[config.mk]
export PLATFORM = sky130hd
export DESIGN_NAME = hazard_ctrl_flat
export DESIGN_NICKNAME = d
export VERILOG_FILES = /design/src/rtl/hazard_ctrl_if.sv /design/src/rtl/hazard_ctrl.sv /design/src/flat_wrapper.sv
export SDC_FILE = /design/constraint.sdc
export NUM_CORES = 1
export LEC_CHECK = 0
export CORE_MARGIN = 4
export CORE_UTILIZATION = 25
export CTS_CLUSTER_DIAMETER = 80
export CTS_CLUSTER_SIZE = 10
export DETAILED_ROUTE_END_ITERATION = 8
export PLACE_DENSITY = 0.47
export SYNTH_ARGS = -nofsm -noshare
export SYNTH_HDL_FRONTEND = slang
export SYNTH_SLANG_ARGS = --single-unit
[constraint.sdc]
create_clock -name clk_i -period 5 [get_ports clk_i]
set_input_delay 0.75 -clock clk_i [delete_from_list [all_inputs] [get_ports clk_i]]
set_output_delay 0.75 -clock clk_i [all_outputs]
set_load 0.05 [all_outputs]
[src/rtl/hazard_ctrl_if.sv]
// ID-stage hazard interface: the ID instruction descriptor, the memory freeze
// input, and the stall/bubble/counter outputs of the hazard controller.
interface hazard_ctrl_if #(
    parameter int unsigned CNT_W = 16
);
    logic             id_valid_i;
    logic [4:0]       id_rs_i;
    logic [4:0]       id_rt_i;
    logic             id_use_rs_i;
    logic             id_use_rt_i;
    logic             id_branch_i;
    logic [4:0]       id_rd_i;
    logic             id_regw_i;
    logic             id_load_i;
    logic             mem_stall_i;
    logic             stall_o;
    logic             bubble_o;
    logic [CNT_W-1:0] stall_cnt_o;

    modport master (
        output id_valid_i, id_rs_i, id_rt_i, id_use_rs_i, id_use_rt_i,
               id_branch_i, id_rd_i, id_regw_i, id_load_i, mem_stall_i,
        input  stall_o, bubble_o, stall_cnt_o
    );

    modport slave (
        input  id_valid_i, id_rs_i, id_rt_i, id_use_rs_i, id_use_rt_i,
               id_branch_i, id_rd_i, id_regw_i, id_load_i, mem_stall_i,
        output stall_o, bubble_o, stall_cnt_o
    );
endinterface

[src/rtl/hazard_ctrl.sv]
// Pipeline hazard controller: tracks in-flight destination registers and decides
// ID-stage stalls, ID/EX bubble insertion and a saturating data-hazard stall counter.
module hazard_ctrl #(
    parameter int unsigned CNT_W = 16
) (
    input  logic          clk_i,
    input  logic          rst_i,
    hazard_ctrl_if.slave  hz
);

    typedef struct packed {
        logic       valid;
        logic [4:0] rd;
        logic       regw;
        logic       load;
    } sb_entry_t;

    // The WB slot never produces a hazard (register file writes before it reads),
    // so only EX and MEM are held.
    sb_entry_t        ex_q, ex_d;
    sb_entry_t        mem_q, mem_d;
    logic [CNT_W-1:0] cnt_q, cnt_d;

    logic ex_hit;
    logic mem_hit;
    logic load_use;
    logic br_alu;
    logic br_mem;
    logic hazard;
    logic bubble;

    function automatic logic writes(input sb_entry_t e, input logic [4:0] r);
        return e.valid && e.regw && (e.rd == r) && (r != 5'd0);
    endfunction

    always_comb begin
        ex_hit  = hz.id_valid_i &&
                  ((hz.id_use_rs_i && writes(ex_q, hz.id_rs_i)) ||
                   (hz.id_use_rt_i && writes(ex_q, hz.id_rt_i)));
        mem_hit = hz.id_valid_i &&
                  ((hz.id_use_rs_i && writes(mem_q, hz.id_rs_i)) ||
                   (hz.id_use_rt_i && writes(mem_q, hz.id_rt_i)));

        load_use = ex_q.load && ex_hit;
        br_alu   = hz.id_branch_i && !ex_q.load && ex_hit;
        br_mem   = hz.id_branch_i && mem_q.load && mem_hit;
        hazard   = load_use || br_alu || br_mem;
        bubble   = hazard && !hz.mem_stall_i;
    end

    always_comb begin
        hz.stall_o     = hazard || hz.mem_stall_i;
        hz.bubble_o    = bubble;
        hz.stall_cnt_o = cnt_q;
    end

    always_comb begin
        ex_d  = ex_q;
        mem_d = mem_q;
        cnt_d = cnt_q;
        if (!hz.mem_stall_i) begin
            mem_d = ex_q;
            if (hazard) begin
                ex_d = '0;
            end else begin
                ex_d.valid = hz.id_valid_i;
                ex_d.rd    = hz.id_rd_i;
                ex_d.regw  = hz.id_regw_i;
                ex_d.load  = hz.id_load_i;
            end
        end
        if (bubble && (cnt_q != '1)) begin
            cnt_d = cnt_q + CNT_W'(1);
        end
    end

    always_ff @(posedge clk_i) begin
        if (!rst_i) begin
            ex_q  <= '0;
            mem_q <= '0;
            cnt_q <= '0;
        end else begin
            ex_q  <= ex_d;
            mem_q <= mem_d;
            cnt_q <= cnt_d;
        end
    end

endmodule

[src/flat_wrapper.sv]
// flat-port wrapper written by rule: the top's interface ports become plain ports
module hazard_ctrl_flat 
#(
    parameter int unsigned CNT_W = 16
)
  (clk_i, rst_i, hz_id_valid_i, hz_id_rs_i, hz_id_rt_i, hz_id_use_rs_i, hz_id_use_rt_i, hz_id_branch_i, hz_id_rd_i, hz_id_regw_i, hz_id_load_i, hz_mem_stall_i, hz_stall_o, hz_bubble_o, hz_stall_cnt_o);
  hazard_ctrl_if #(.CNT_W(CNT_W)) hz_i ();
  input  logic clk_i;
  input  logic rst_i;
  input wire logic [$bits(hz_i.id_valid_i)-1:0] hz_id_valid_i;
  input wire logic [$bits(hz_i.id_rs_i)-1:0] hz_id_rs_i;
  input wire logic [$bits(hz_i.id_rt_i)-1:0] hz_id_rt_i;
  input wire logic [$bits(hz_i.id_use_rs_i)-1:0] hz_id_use_rs_i;
  input wire logic [$bits(hz_i.id_use_rt_i)-1:0] hz_id_use_rt_i;
  input wire logic [$bits(hz_i.id_branch_i)-1:0] hz_id_branch_i;
  input wire logic [$bits(hz_i.id_rd_i)-1:0] hz_id_rd_i;
  input wire logic [$bits(hz_i.id_regw_i)-1:0] hz_id_regw_i;
  input wire logic [$bits(hz_i.id_load_i)-1:0] hz_id_load_i;
  input wire logic [$bits(hz_i.mem_stall_i)-1:0] hz_mem_stall_i;
  output wire logic [$bits(hz_i.stall_o)-1:0] hz_stall_o;
  output wire logic [$bits(hz_i.bubble_o)-1:0] hz_bubble_o;
  output wire logic [$bits(hz_i.stall_cnt_o)-1:0] hz_stall_cnt_o;
  assign hz_i.id_valid_i = hz_id_valid_i;
  assign hz_i.id_rs_i = hz_id_rs_i;
  assign hz_i.id_rt_i = hz_id_rt_i;
  assign hz_i.id_use_rs_i = hz_id_use_rs_i;
  assign hz_i.id_use_rt_i = hz_id_use_rt_i;
  assign hz_i.id_branch_i = hz_id_branch_i;
  assign hz_i.id_rd_i = hz_id_rd_i;
  assign hz_i.id_regw_i = hz_id_regw_i;
  assign hz_i.id_load_i = hz_id_load_i;
  assign hz_i.mem_stall_i = hz_mem_stall_i;
  assign hz_stall_o = hz_i.stall_o;
  assign hz_bubble_o = hz_i.bubble_o;
  assign hz_stall_cnt_o = hz_i.stall_cnt_o;
  hazard_ctrl #(.CNT_W(CNT_W)) u_core (.clk_i(clk_i), .rst_i(rst_i), .hz(hz_i));
endmodule
# After elaboration in Yosys (flattened, before gate mapping)
# Index checks and enable logic that the tools add are counted.
[word_totals]
memories = 0
output_inout_bits = 18
latchBits = 0
rom_bits = 0
register_bits = 32
mem_bits_rw = 0
[classes]
addsub = 1
muxes = 1
bitwise = 0
mul = 0
order_cmp = 0
div_mod_pow = 0
reduce_logical = 32
eq_ne = 5
n_shift = 0
[op_table]
columns = ["operator", "n"]
rows = [
  ["1-bit logical AND", 23],
  ["5-bit equality test", 4],
  ["16-bit by 1-bit adder with 16-bit output, second input constant", 1],
  ["16-bit inequality test, second input constant", 1],
  ["5-bit nonzero test", 2],
  ["8-bit 2-to-1 mux", 1],
  ["1-bit logical OR", 5],
  ["1-bit logical NOT", 2],
]

# Depth between registers and ports, before layout
# Gate-level depths: netlist (run 1).
[depth]
word_depth = 11
depth_mapped = 8
mapped_depth_nobuf = 7

# Worst setup path after synthesis (run 1)
# Ideal clock, no wire load.
[synth_timing]
kind = "input port to output port"
start = "input hz_id_rs_i[0]"
end = "output hz_stall_o"
path_slack_ns = 1.753
t_arrival_ns = 2.497
n_path_buf = 1
required_ns = 4.250
stages = 8
path_cell_list = "or4_1 > o21ai_1 > nor4_1 > o21ai_1 > nand2_1 > and2_1 > buf_2 > or2_1"
[synth_via]
elab_chain_cells = 10
elab_cells_between_ends = 19
cone_classes = "eq/ne (2); reduce/logical (17)"
[synth_rtl]
columns = ["element", "line", "source"]
rows = [
  ["from (decl)", "flat_wrapper.sv:11", "input wire logic [$bits(hz_i.id_rs_i)-1:0] hz_id_rs_i;"],
  ["5-bit equality test", "hazard_ctrl.sv:33", "return e.valid && e.regw && (e.rd == r) && (r != 5'd0);"],
  ["1-bit logical AND (2 in series)", "hazard_ctrl.sv:33", ""],
  ["1-bit logical AND", "hazard_ctrl.sv:38", "((hz.id_use_rs_i && writes(ex_q, hz.id_rs_i)) ||"],
  ["1-bit logical OR", "hazard_ctrl.sv:38", ""],
  ["1-bit logical AND", "hazard_ctrl.sv:37", "ex_hit = hz.id_valid_i &&"],
  ["1-bit logical AND, on equally long branches", "hazard_ctrl.sv:44, hazard_ctrl.sv:45", ""],
  ["1-bit logical OR", "hazard_ctrl.sv:47", "hazard = load_use || br_alu || br_mem;"],
  ["1-bit logical OR *", "hazard_ctrl.sv:47", ""],
  ["1-bit logical OR *", "hazard_ctrl.sv:52", "hz.stall_o = hazard || hz.mem_stall_i;"],
  ["to (decl)", "flat_wrapper.sv:20", "output wire logic [$bits(hz_i.stall_o)-1:0] hz_stall_o;"],
]
# Every way passes the cells marked *; elsewhere a longest branch is shown, timed or not.

# Final worst setup path (run 1)
[layout_timing]
start = "input hz_id_rs_i[3]"
end = "output hz_bubble_o"
[layout_via]
elab_chain_cells = 10
elab_cells_between_ends = 19
cone_classes = "eq/ne (2); reduce/logical (17)"
[layout_rtl]
columns = ["element", "line", "source"]
rows = [
  ["5-bit equality test", "hazard_ctrl.sv:33", ""],
  ["1-bit logical AND (2 in series)", "hazard_ctrl.sv:33", ""],
  ["1-bit logical AND", "hazard_ctrl.sv:38", ""],
  ["1-bit logical OR", "hazard_ctrl.sv:38", ""],
  ["1-bit logical AND", "hazard_ctrl.sv:37", ""],
  ["1-bit logical AND, on equally long branches", "hazard_ctrl.sv:44, hazard_ctrl.sv:45", ""],
  ["1-bit logical OR", "hazard_ctrl.sv:47", ""],
  ["1-bit logical OR *", "hazard_ctrl.sv:47", ""],
  ["1-bit logical AND *", "hazard_ctrl.sv:48", "bubble = hazard && !hz.mem_stall_i;"],
  ["to (decl)", "flat_wrapper.sv:21", "output wire logic [$bits(hz_i.bubble_o)-1:0] hz_bubble_o;"],
]
# Marked as above.

==> impl_summary.log, run 1 <==
INFO  metric critical_path_required = 4.25 ns
INFO  metric p_leak = 0.0008151 uW
INFO  metric layout.nets = 263
INFO  metric post_drt_via_cell_ratio = 4.516
INFO  metric die_width = 91.83 um
INFO  metric final_critical_path_setup_slack = 0.9768 ns
INFO  metric run_status = finished clean
INFO  metric part_of_the_total_power_dissipated_in_combinational_logic = 11.6%
INFO  metric critical_path_arrival = 3.27 ns
INFO  metric drv.max_cap_violation_count = 0
INFO  metric first_pass_grt_wire_length = 7479 um
INFO  metric finalWirelength = 4503 um
INFO  metric netlist-cell-type-count = 39
INFO  metric clkTransAtPathRegs = 0.06 ns
INFO  metric portBuffers = 41
INFO  metric grt_setup_unrepaired = no
INFO  metric power.density = 227.3 nW/um^2
INFO  metric detailedPlace.worstSlack = 0.9564 ns
INFO  metric placementRows = 30
INFO  metric layout.cells.most_common = clkdlybuf4s50_1
INFO  metric post_cts_hold_buffer_count = 0
INFO  metric net_switching_fraction_of_the_power = 24.22%
INFO  metric setup-tns-final = 0 ns
INFO  metric syn_area_per_cell = 9.009 um^2
INFO  metric antenna_cells = 0
INFO  metric synthesis.instances = 195
INFO  metric cp-start-kind = input pin
INFO  metric synth-edff-count = 0
INFO  metric die_height = 91.83 um
INFO  metric grt.total_usage = 11.11%
INFO  metric slew-limit-headroom = 52.93%
INFO  metric via_count_of_the_first_global_routing_pass = 1486
INFO  metric antenna_found_initial = 0
INFO  metric async_reset_ff_share = 0%
INFO  metric post-route-drc-count = 0
INFO  metric p_seq_share = 49.9%
INFO  metric setup_viol_count_final = 0
INFO  metric post-route-period-util = 80.46%
INFO  metric ctsHtreeMaxLevel = 2
INFO  metric synth_area_leaders = dfxtp_1 (36%), xnor2_1 (11%), nand3_1 (6.3%)
INFO  metric p_int = 406.3 uW
INFO  metric fillers = 725
INFO  metric netlist_area = 1757 um^2
INFO  metric cts.repair_timing.setup_buffer_count = 0
INFO  metric ys_warn_count = 0
INFO  metric cts_resized = 0
INFO  metric clock_tree.buffer_depth = 2
INFO  metric yosysSeqAreaShare = 36.47%
INFO  metric insertion_delay = 0.28 ns
INFO  metric endpoint_kind = primary output
INFO  metric initial_core_utilization = 25.86%
INFO  metric ioPinCount = 42
INFO  metric critical_path_maximum_fanout = 12
INFO  metric die-area = 8432 um^2
INFO  metric routability_driven_placement_congestion_ratio = 0.8265
INFO  metric min_path_type = flop to flop
INFO  metric post-route-min-period = 4.023 ns
INFO  metric ffs_latches_synth = 32
INFO  metric dp.final_hpwl = 3354 um
INFO  metric drt-pass1-iter-count = 4
INFO  metric area_delta_synth_final = 34.26%
INFO  metric worst_clock_skew = 0.004924 ns
INFO  metric synth_ff_type = dfxtp_1
INFO  metric tritoncts = built
INFO  metric grt_max_degree = 23
INFO  metric cts.sinks = 32
INFO  metric wl_per_cell = 13.44 um
INFO  metric core_area = 6794 um^2
INFO  metric most-common-layout-cells = clkdlybuf4s50_1 (40), dfxtp_1 (32), nor2_1 (24)
INFO  metric multiInputGateArea = 1051 um^2
INFO  metric gr-total-overflow = 0
INFO  metric synthDominantCellAreaShare = 36.47%
INFO  metric sequential_cell_area = 640.6 um^2
INFO  metric drt_iter0_markers = 45
INFO  metric regToRegSetupSlack = 2.70 ns
INFO  metric vias = 1513
INFO  metric worstSetupPathType = input pin to primary output
INFO  metric final_layout_size_suffix_gt1_share = 9.623%
INFO  metric post_synth_net_total = 220
INFO  metric ir_drop = 0.07904 mV
INFO  metric maxClockFrequency = 248.6 MHz
INFO  metric finalMaxSlewViolations = 0
INFO  metric netlist.top_cell.by_area = dfxtp_1
INFO  metric postRouteAntennaNets = 0
INFO  metric clk_root_buffer_cell = clkbuf_8
INFO  metric clock_power_share = 38.5%
INFO  metric cts-buffers-inserted = 5
INFO  metric p_switching = 129.9 uW
INFO  metric max_slew.worst_pin.slew = 0.7038 ns
INFO  metric timing_hold_violations_final = 0
routing by layer:
metal / wire (um) / up-vias / GRT usage, %
met5: 0 / - / 0
met4: 48 / 0 / 3.342
met3: 295 / 6 / 4.020
met2: 1974 / 39 / 16.80
met1: 2184 / 687 / 14.77
li1: - / 781 / -
cell type report:
type / instances / area share [%]
Multi-Input combinational cell: 149 / 44.56
Sequential cell: 32 / 27.16
Inverter: 5 / 0.7958
Clock buffer: 8 / 3.820
Tap cell: 96 / 5.093
Timing Repair Buffer: 45 / 18.57
power groups by stage:
stage	logic [uW]	registers [uW]	clock network, uW
2_1_floorplan	33.2	271	0
3_3_place_gp	63.2	274	0
3_5_place_dp	62.5	273	0
4_1_cts	63.0	268	211
5_1_grt	68.1	268	222
6_report	62.2	268	206
Yosys cell counts, types with 2 or more instances:
library cell,count
and4_1,2
a31oi_1,2
inv_1,4
xor2_1,8
a2111oi_2,6
nor2_1,24
and3_1,2
clkbuf_1,6
nand2_1,9
a2111oi_1,2
a211oi_1,2
or4_1,2
mux2i_1,10
and2_1,3
dfxtp_1,32
xnor2_1,22
o21ai_1,5
a21oi_1,3
o21ai_0,7
nand3_1,22
nor4_1,4
worst max-delay path: stages:
cell and delay, ns:
clkdlybuf4s50_1 0.54, or4_1 0.13, o21ai_1 0.06, nor4_1 0.35
o21ai_1 0.12, buf_4 0.20, a21oi_1 0.27, clkdlybuf4s50_1 0.85
state kept, by name, summed over array words and instances, names as in the netlist:
register	count
u_core.mem_q	8
u_core.hz.stall_cnt_o	16
u_core.ex_q	8
per-stage QoR:
stage	cell area (um^2)	hold slack (ns)	power (uW)	util [%]	instances
3_5_place_dp	2268	0.4823	335.9	33.39	327
3_3_place_gp	2268	0.4797	336.7	33.39	327
2_1_floorplan	1757	0.4560	304.5	-	195
5_1_grt	2359	0.5437	558.5	34.71	335
4_1_cts	2359	0.4994	541.8	34.71	335
6_report	2359	0.4911	536.1	34.71	335
kinds of logic after synthesis:
| group | after synthesis | share of synthesized area (%) |
|---|---|---|
| AOI/OAI and AO/OA | 33 | 16.17 |
| xor gates and xnor gates | 30 | 14.96 |
| adders and majority gates | 1 | 0.7121 |
| buffers and inverters | 14 | 3.703 |
| DFF | 32 | 36.47 |
| muxes | 10 | 5.698 |
| and+or+nand+nor | 75 | 22.29 |
final timing paths:
kind                               endpoint                     start  cells after the start
setup / recovery                hz_bubble_o             hz_id_rs_i[3]                      8
hold reg to reg             u_core.mem_q[0]           u_core.mem_q[0]                      2
hold / removal              u_core.mem_q[0]           u_core.mem_q[0]                      2
setup reg to reg  u_core.hz.stall_cnt_o[14]  u_core.hz.stall_cnt_o[0]                      6
(Power assumes the default switching activity.)
==> run 2: changes to the inputs <==
Clock period 5 ns to 4.2 ns, I/O delays scaled along.
==> impl_summary.log, run 2 (same netlist as run 1, synthesis figures left out) <==
INFO  metric min_path_type = flop to flop
INFO  metric critical_path_maximum_fanout = 8
INFO  metric max_slew.worst_pin.slew = 0.7454 ns
INFO  metric tritoncts = built
INFO  metric wl_per_cell = 13.59 um
INFO  metric die_width = 91.83 um
INFO  metric regToRegSetupSlack = 1.88 ns
INFO  metric finalMaxSlewViolations = 0
INFO  metric die_height = 91.83 um
INFO  metric cts.sinks = 32
INFO  metric p_int = 526.0 uW
INFO  metric ir_drop = 0.1205 mV
INFO  metric cts.repair_timing.setup_buffer_count = 0
INFO  metric worst_clock_skew = 0.007003 ns
INFO  metric finalWirelength = 4554 um
INFO  metric initial_core_utilization = 25.86%
INFO  metric grt_setup_unrepaired = no
INFO  metric clk_root_buffer_cell = clkbuf_8
INFO  metric post-route-period-util = 83.72%
INFO  metric flip_flop_count_of_the_largest_register_after_layout = 16
INFO  metric area_delta_synth_final = 35.11%
INFO  metric setup-tns-final = 0 ns
INFO  metric critical_path_arrival = 2.89 ns
INFO  metric via_count_of_the_first_global_routing_pass = 1518
INFO  metric r2r-start = u_core.hz.stall_cnt_o[0]
INFO  metric ctsHtreeMaxLevel = 2
INFO  metric antenna_cells = 0
INFO  metric maxClockFrequency = 284.4 MHz
INFO  metric ioPinCount = 42
INFO  metric placed_cells = 327
INFO  metric gr-total-overflow = 0
INFO  metric layout.nets = 263
INFO  metric insertion_delay = 0.29 ns
INFO  metric run_status = finished clean
INFO  metric setup_viol_count_final = 0
INFO  metric endpoint_kind = primary output
INFO  metric vias = 1518
INFO  metric r2r_end = u_core.hz.stall_cnt_o[14]
INFO  metric routability_driven_placement_congestion_ratio = 0.8980
INFO  metric postRouteAntennaNets = 0
INFO  metric worstSetupPathType = input pin to primary output
INFO  metric instances_no_fill = 335
INFO  metric part_of_the_total_power_dissipated_in_combinational_logic = 10.8%
INFO  metric drt-pass1-iter-count = 4
INFO  metric die-area = 8432 um^2
INFO  metric post_drt_via_cell_ratio = 4.531
INFO  metric first_pass_grt_wire_length = 7700 um
INFO  metric antenna_found_initial = 0
INFO  metric power.density = 290.4 nW/um^2
INFO  metric clock_power_share = 43.1%
INFO  metric post-route-min-period = 3.516 ns
INFO  metric clock_tree.buffer_depth = 2
INFO  metric placementRows = 30
INFO  metric layout.cells.most_common = clkdlybuf4s50_1
INFO  metric p_leak = 0.0008269 uW
INFO  metric most-common-layout-cells = clkdlybuf4s50_1 (39), dfxtp_1 (32), nor2_1 (24)
INFO  metric holdPathEnd = u_core.mem_q[1]
INFO  metric cp-start-kind = input pin
INFO  metric post_cts_hold_buffer_count = 0
INFO  metric fillers = 735
INFO  metric cts-buffers-inserted = 5
INFO  metric hp-start = u_core.mem_q[1]
INFO  metric drv.max_cap_violation_count = 0
INFO  metric post-route-drc-count = 0
INFO  metric slew-limit-headroom = 50.25%
INFO  metric dp.final_hpwl = 3380 um
INFO  metric grt_max_degree = 23
INFO  metric net_switching_fraction_of_the_power = 23.69%
INFO  metric worstRegToRegCells = 6
INFO  metric p_switching = 163.3 uW
INFO  metric drt_iter0_markers = 28
INFO  metric grt.total_usage = 11.60%
INFO  metric cts_resized = 0
INFO  metric final_layout_size_suffix_gt1_share = 10.46%
INFO  metric timing_hold_violations_final = 0
INFO  metric p_seq_share = 46.1%
INFO  metric critical_path_required = 3.57 ns
INFO  metric clkTransAtPathRegs = 0.07 ns
INFO  metric core_area = 6794 um^2
INFO  metric hold-path-cell-count = 2
INFO  metric portBuffers = 41
run 2: changes by cell type in the layout (fill, tap and decap cells not counted):
cell	before	now
clkinv_2	0	1
clkbuf_1	2	1
clkbuf_8	6	5
clkdlybuf4s50_1	40	39
bufinv_16	0	1
buf_4	5	6
run 2: power groups by stage:
stage          clock [uW]  combinational, uW  sequential (uW)
3_5_place_dp            0               75.2              325
2_1_floorplan           0               39.5              323
5_1_grt               320               82.4              319
4_1_cts               302               75.9              318
6_report              297               74.4              318
3_3_place_gp            0               76.9              325
run 2: layer usage:
metal / share of wire, % / GRT usage, %
met3: 6.1 / 3.692
met2: 44 / 16.74
met5: 0 / 0
met4: 1.5 / 5.074
met1: 49 / 15.74
run 2: cell type report:
cell class,instances,area [um^2],area share (%)
Clock buffer,6,72.57,3.057
Clock inverter,2,35.03,1.476
Inverter,5,18.77,0.7907
Multi-Input combinational cell,149,1051,44.28
Sequential cell,32,640.6,26.99
Tap cell,96,120.1,5.061
Timing Repair Buffer,45,435.4,18.34
run 2: per-stage QoR:
stage	hold WS, ns	cell area [um^2]	setup slack, ns	util (%)	total power (uW)
2_1_floorplan	0.4560	1757	1.193	-	362.5
6_report	0.4935	2374	0.6838	34.94	689.3
4_1_cts	0.4983	2374	0.6624	34.94	696.3
3_5_place_dp	0.4813	2266	0.6725	33.35	400.4
3_3_place_gp	0.4795	2266	0.7606	33.35	402.0
5_1_grt	0.5399	2374	0.5244	34.94	721.4
run 2: worst max-delay path, cell delays in order:
cell             delay [ns]
clkdlybuf4s50_1        0.47
or4_1                  0.55
o21ai_1                0.19
nor4_1                 0.08
o21ai_1                0.18
nand2_1                0.09
and2_1                 0.25
or2_1                  0.24
buf_4                  0.19
run 2: how the worst max path moves through the flow:
stage	from	endpoint	slack, ns
after CTS	hz_id_rt_i[1]	hz_stall_o	0.66
after detailed placement	hz_id_rt_i[1]	hz_stall_o	0.67
after global routing	hz_id_rt_i[1]	hz_stall_o	0.52
final	hz_id_rt_i[1]	hz_stall_o	0.68
after global placement	hz_id_rt_i[1]	hz_stall_o	0.76
after floorplan	hz_id_rs_i[0]	hz_stall_o	1.19
==> run 3: changes to the inputs <==
Clock period 4.2 ns to 3.24 ns, I/O delays scaled along.
==> impl_summary.log, run 3 (same netlist as run 1, synthesis figures left out) <==
INFO  metric setup-tns-final = 0 ns
INFO  metric worstPathBufferInverterCount = 2
INFO  metric area_delta_synth_final = 35.19%
INFO  metric critical_path_arrival = 2.58 ns
INFO  metric p_leak = 0.0008287 uW
INFO  metric critical_path_maximum_fanout = 3
INFO  metric part_of_the_total_power_dissipated_in_combinational_logic = 11.8%
INFO  metric max_stage_delay = 0.56 ns
INFO  metric finalMaxSlewViolations = 0
INFO  metric clock_power_share = 38.0%
INFO  metric post_drt_via_cell_ratio = 4.543
INFO  metric maxClockFrequency = 326.4 MHz
INFO  metric drv.max_cap_violation_count = 0
INFO  metric worstSetupPathType = input pin to primary output
INFO  metric tritoncts = built
INFO  metric insertion_delay = 0.28 ns
INFO  metric grt.total_usage = 11.32%
INFO  metric p_int = 627.9 uW
INFO  metric worstRegToRegCells = 6
INFO  metric gr-total-overflow = 0
INFO  metric drt_iter0_markers = 33
INFO  metric portBuffers = 41
INFO  metric core_area = 6794 um^2
INFO  metric vias = 1531
INFO  metric flip_flop_count_of_the_largest_register_after_layout = 16
INFO  metric post_cts_hold_buffer_count = 0
INFO  metric cell_chain_critical_path = clkdlybuf4s50_1 > or4_1 > o21ai_2 > nor4_1 > o21ai_1 > nand2_1 > and2_1 > or2_1 > buf_4
INFO  metric finalWirelength = 4461 um
INFO  metric initial_core_utilization = 25.86%
INFO  metric most-common-layout-cells = clkdlybuf4s50_1 (39), dfxtp_1 (32), nor2_1 (24)
INFO  metric placed_cells = 329
INFO  metric die_height = 91.83 um
INFO  metric endpoint_kind = primary output
INFO  metric total_power = 822.6 uW
INFO  metric wl_per_cell = 13.24 um
INFO  metric worst_clock_skew = 0.004556 ns
INFO  metric ioPinCount = 42
INFO  metric timing_hold_violations_final = 0
INFO  metric power.density = 346.4 nW/um^2
INFO  metric layout.cells.most_common = clkdlybuf4s50_1
INFO  metric instances_no_fill = 337
INFO  metric first_pass_grt_wire_length = 7693 um
INFO  metric crit_family = simple AND/OR/NAND/NOR gates
INFO  metric grt_setup_unrepaired = no
INFO  metric post-route-period-util = 94.56%
INFO  metric dp.final_hpwl = 3361 um
INFO  metric net_switching_fraction_of_the_power = 23.67%
INFO  metric slew-limit-headroom = 50.65%
INFO  metric routability_driven_placement_congestion_ratio = 0.7849
INFO  metric min_path_type = flop to flop
INFO  metric postRouteAntennaNets = 0
INFO  metric antenna_found_initial = 0
INFO  metric cts.sinks = 32
INFO  metric clk_root_buffer_cell = clkbuf_8
INFO  metric multiInputGateArea = 1055 um^2
INFO  metric placementRows = 30
INFO  metric sequential_cell_area = 640.6 um^2
INFO  metric clock_tree.buffer_depth = 2
INFO  metric cp-start-kind = input pin
INFO  metric max_slew.worst_pin.slew = 0.7394 ns
INFO  metric drt-pass1-iter-count = 4
INFO  metric clkTransAtPathRegs = 0.06 ns
INFO  metric setup_viol_count_final = 0
INFO  metric cp_slowest_cell = or4_1
INFO  metric run_status = finished clean
INFO  metric post-route-min-period = 3.064 ns
INFO  metric timing.critical_path.depth = 9
INFO  metric fillers = 725
INFO  metric die-area = 8432 um^2
INFO  metric antenna_cells = 0
INFO  metric critical_path_required = 2.75 ns
INFO  metric ir_drop = 0.1422 mV
INFO  metric final_layout_size_suffix_gt1_share = 11.20%
INFO  metric ctsHtreeMaxLevel = 2
INFO  metric p_seq_share = 50.2%
INFO  metric cts-buffers-inserted = 5
INFO  metric post-route-drc-count = 0
INFO  metric layout.nets = 265
INFO  metric hold-path-cell-count = 2
INFO  metric cts_resized = 0
INFO  metric cts.repair_timing.setup_buffer_count = 0
INFO  metric p_switching = 194.7 uW
INFO  metric via_count_of_the_first_global_routing_pass = 1580
INFO  metric die_width = 91.83 um
INFO  metric grt_max_degree = 23
==> run 3: routing by layer <==
metal / up-vias / share of wire [%] / global-route usage (%)
met4: 0 / 0.99 / 2.970
met1: 706 / 48 / 14.61
met5: - / 0 / 0
li1: 786 / - / -
met2: 33 / 44 / 17.65
met3: 6 / 6.6 / 4.348
==> run 3: final timing paths <==
path                                 start                        end  slack, ns
setup reg to reg  u_core.hz.stall_cnt_o[0]  u_core.hz.stall_cnt_o[14]       0.96
hold / removal             u_core.mem_q[7]            u_core.mem_q[7]       0.49
hold reg to reg            u_core.mem_q[7]            u_core.mem_q[7]       0.49
setup / recovery             hz_id_rs_i[0]                 hz_stall_o       0.18
==> run 3: worst min-delay path: cells and delay by family, from the launching register on <==
family | cells | cell delay (ns)
flops | 1 | 0.32
simple gates | 1 | 0.08
mux | 1 | 0.06
==> run 3: cell type report <==
cell class	instances	share of cell area, %
Clock buffer	8	3.793
Inverter	5	0.7903
Multi-Input combinational cell	149	44.42
Sequential cell	32	26.98
Tap cell	96	5.058
Timing Repair Buffer	47	18.97
==> run 3: power by group through the flow <==
stage | logic, uW | registers [uW] | clock network [uW]
after floorplan | 51.2 | 419 | 0
after global placement | 99.6 | 422 | 0
after detailed placement | 97.7 | 422 | 0
after CTS | 98.4 | 413 | 324
after global routing | 107 | 414 | 343
final | 97.2 | 413 | 313
==> run 3: stage by stage <==
stage / utilization (%) / worst slack (ns) / instance area (um^2) / hold slack [ns]
CTS: 34.90 / 0.1530 / 2371 / 0.5008
global route: 34.95 / 0.04184 / 2375 / 0.5363
floorplan: - / 0.5207 / 1757 / 0.4560
global placement: 33.57 / 0.2144 / 2281 / 0.4796
finish: 34.95 / 0.1762 / 2375 / 0.4931
detailed placement: 33.57 / 0.1574 / 2281 / 0.4848
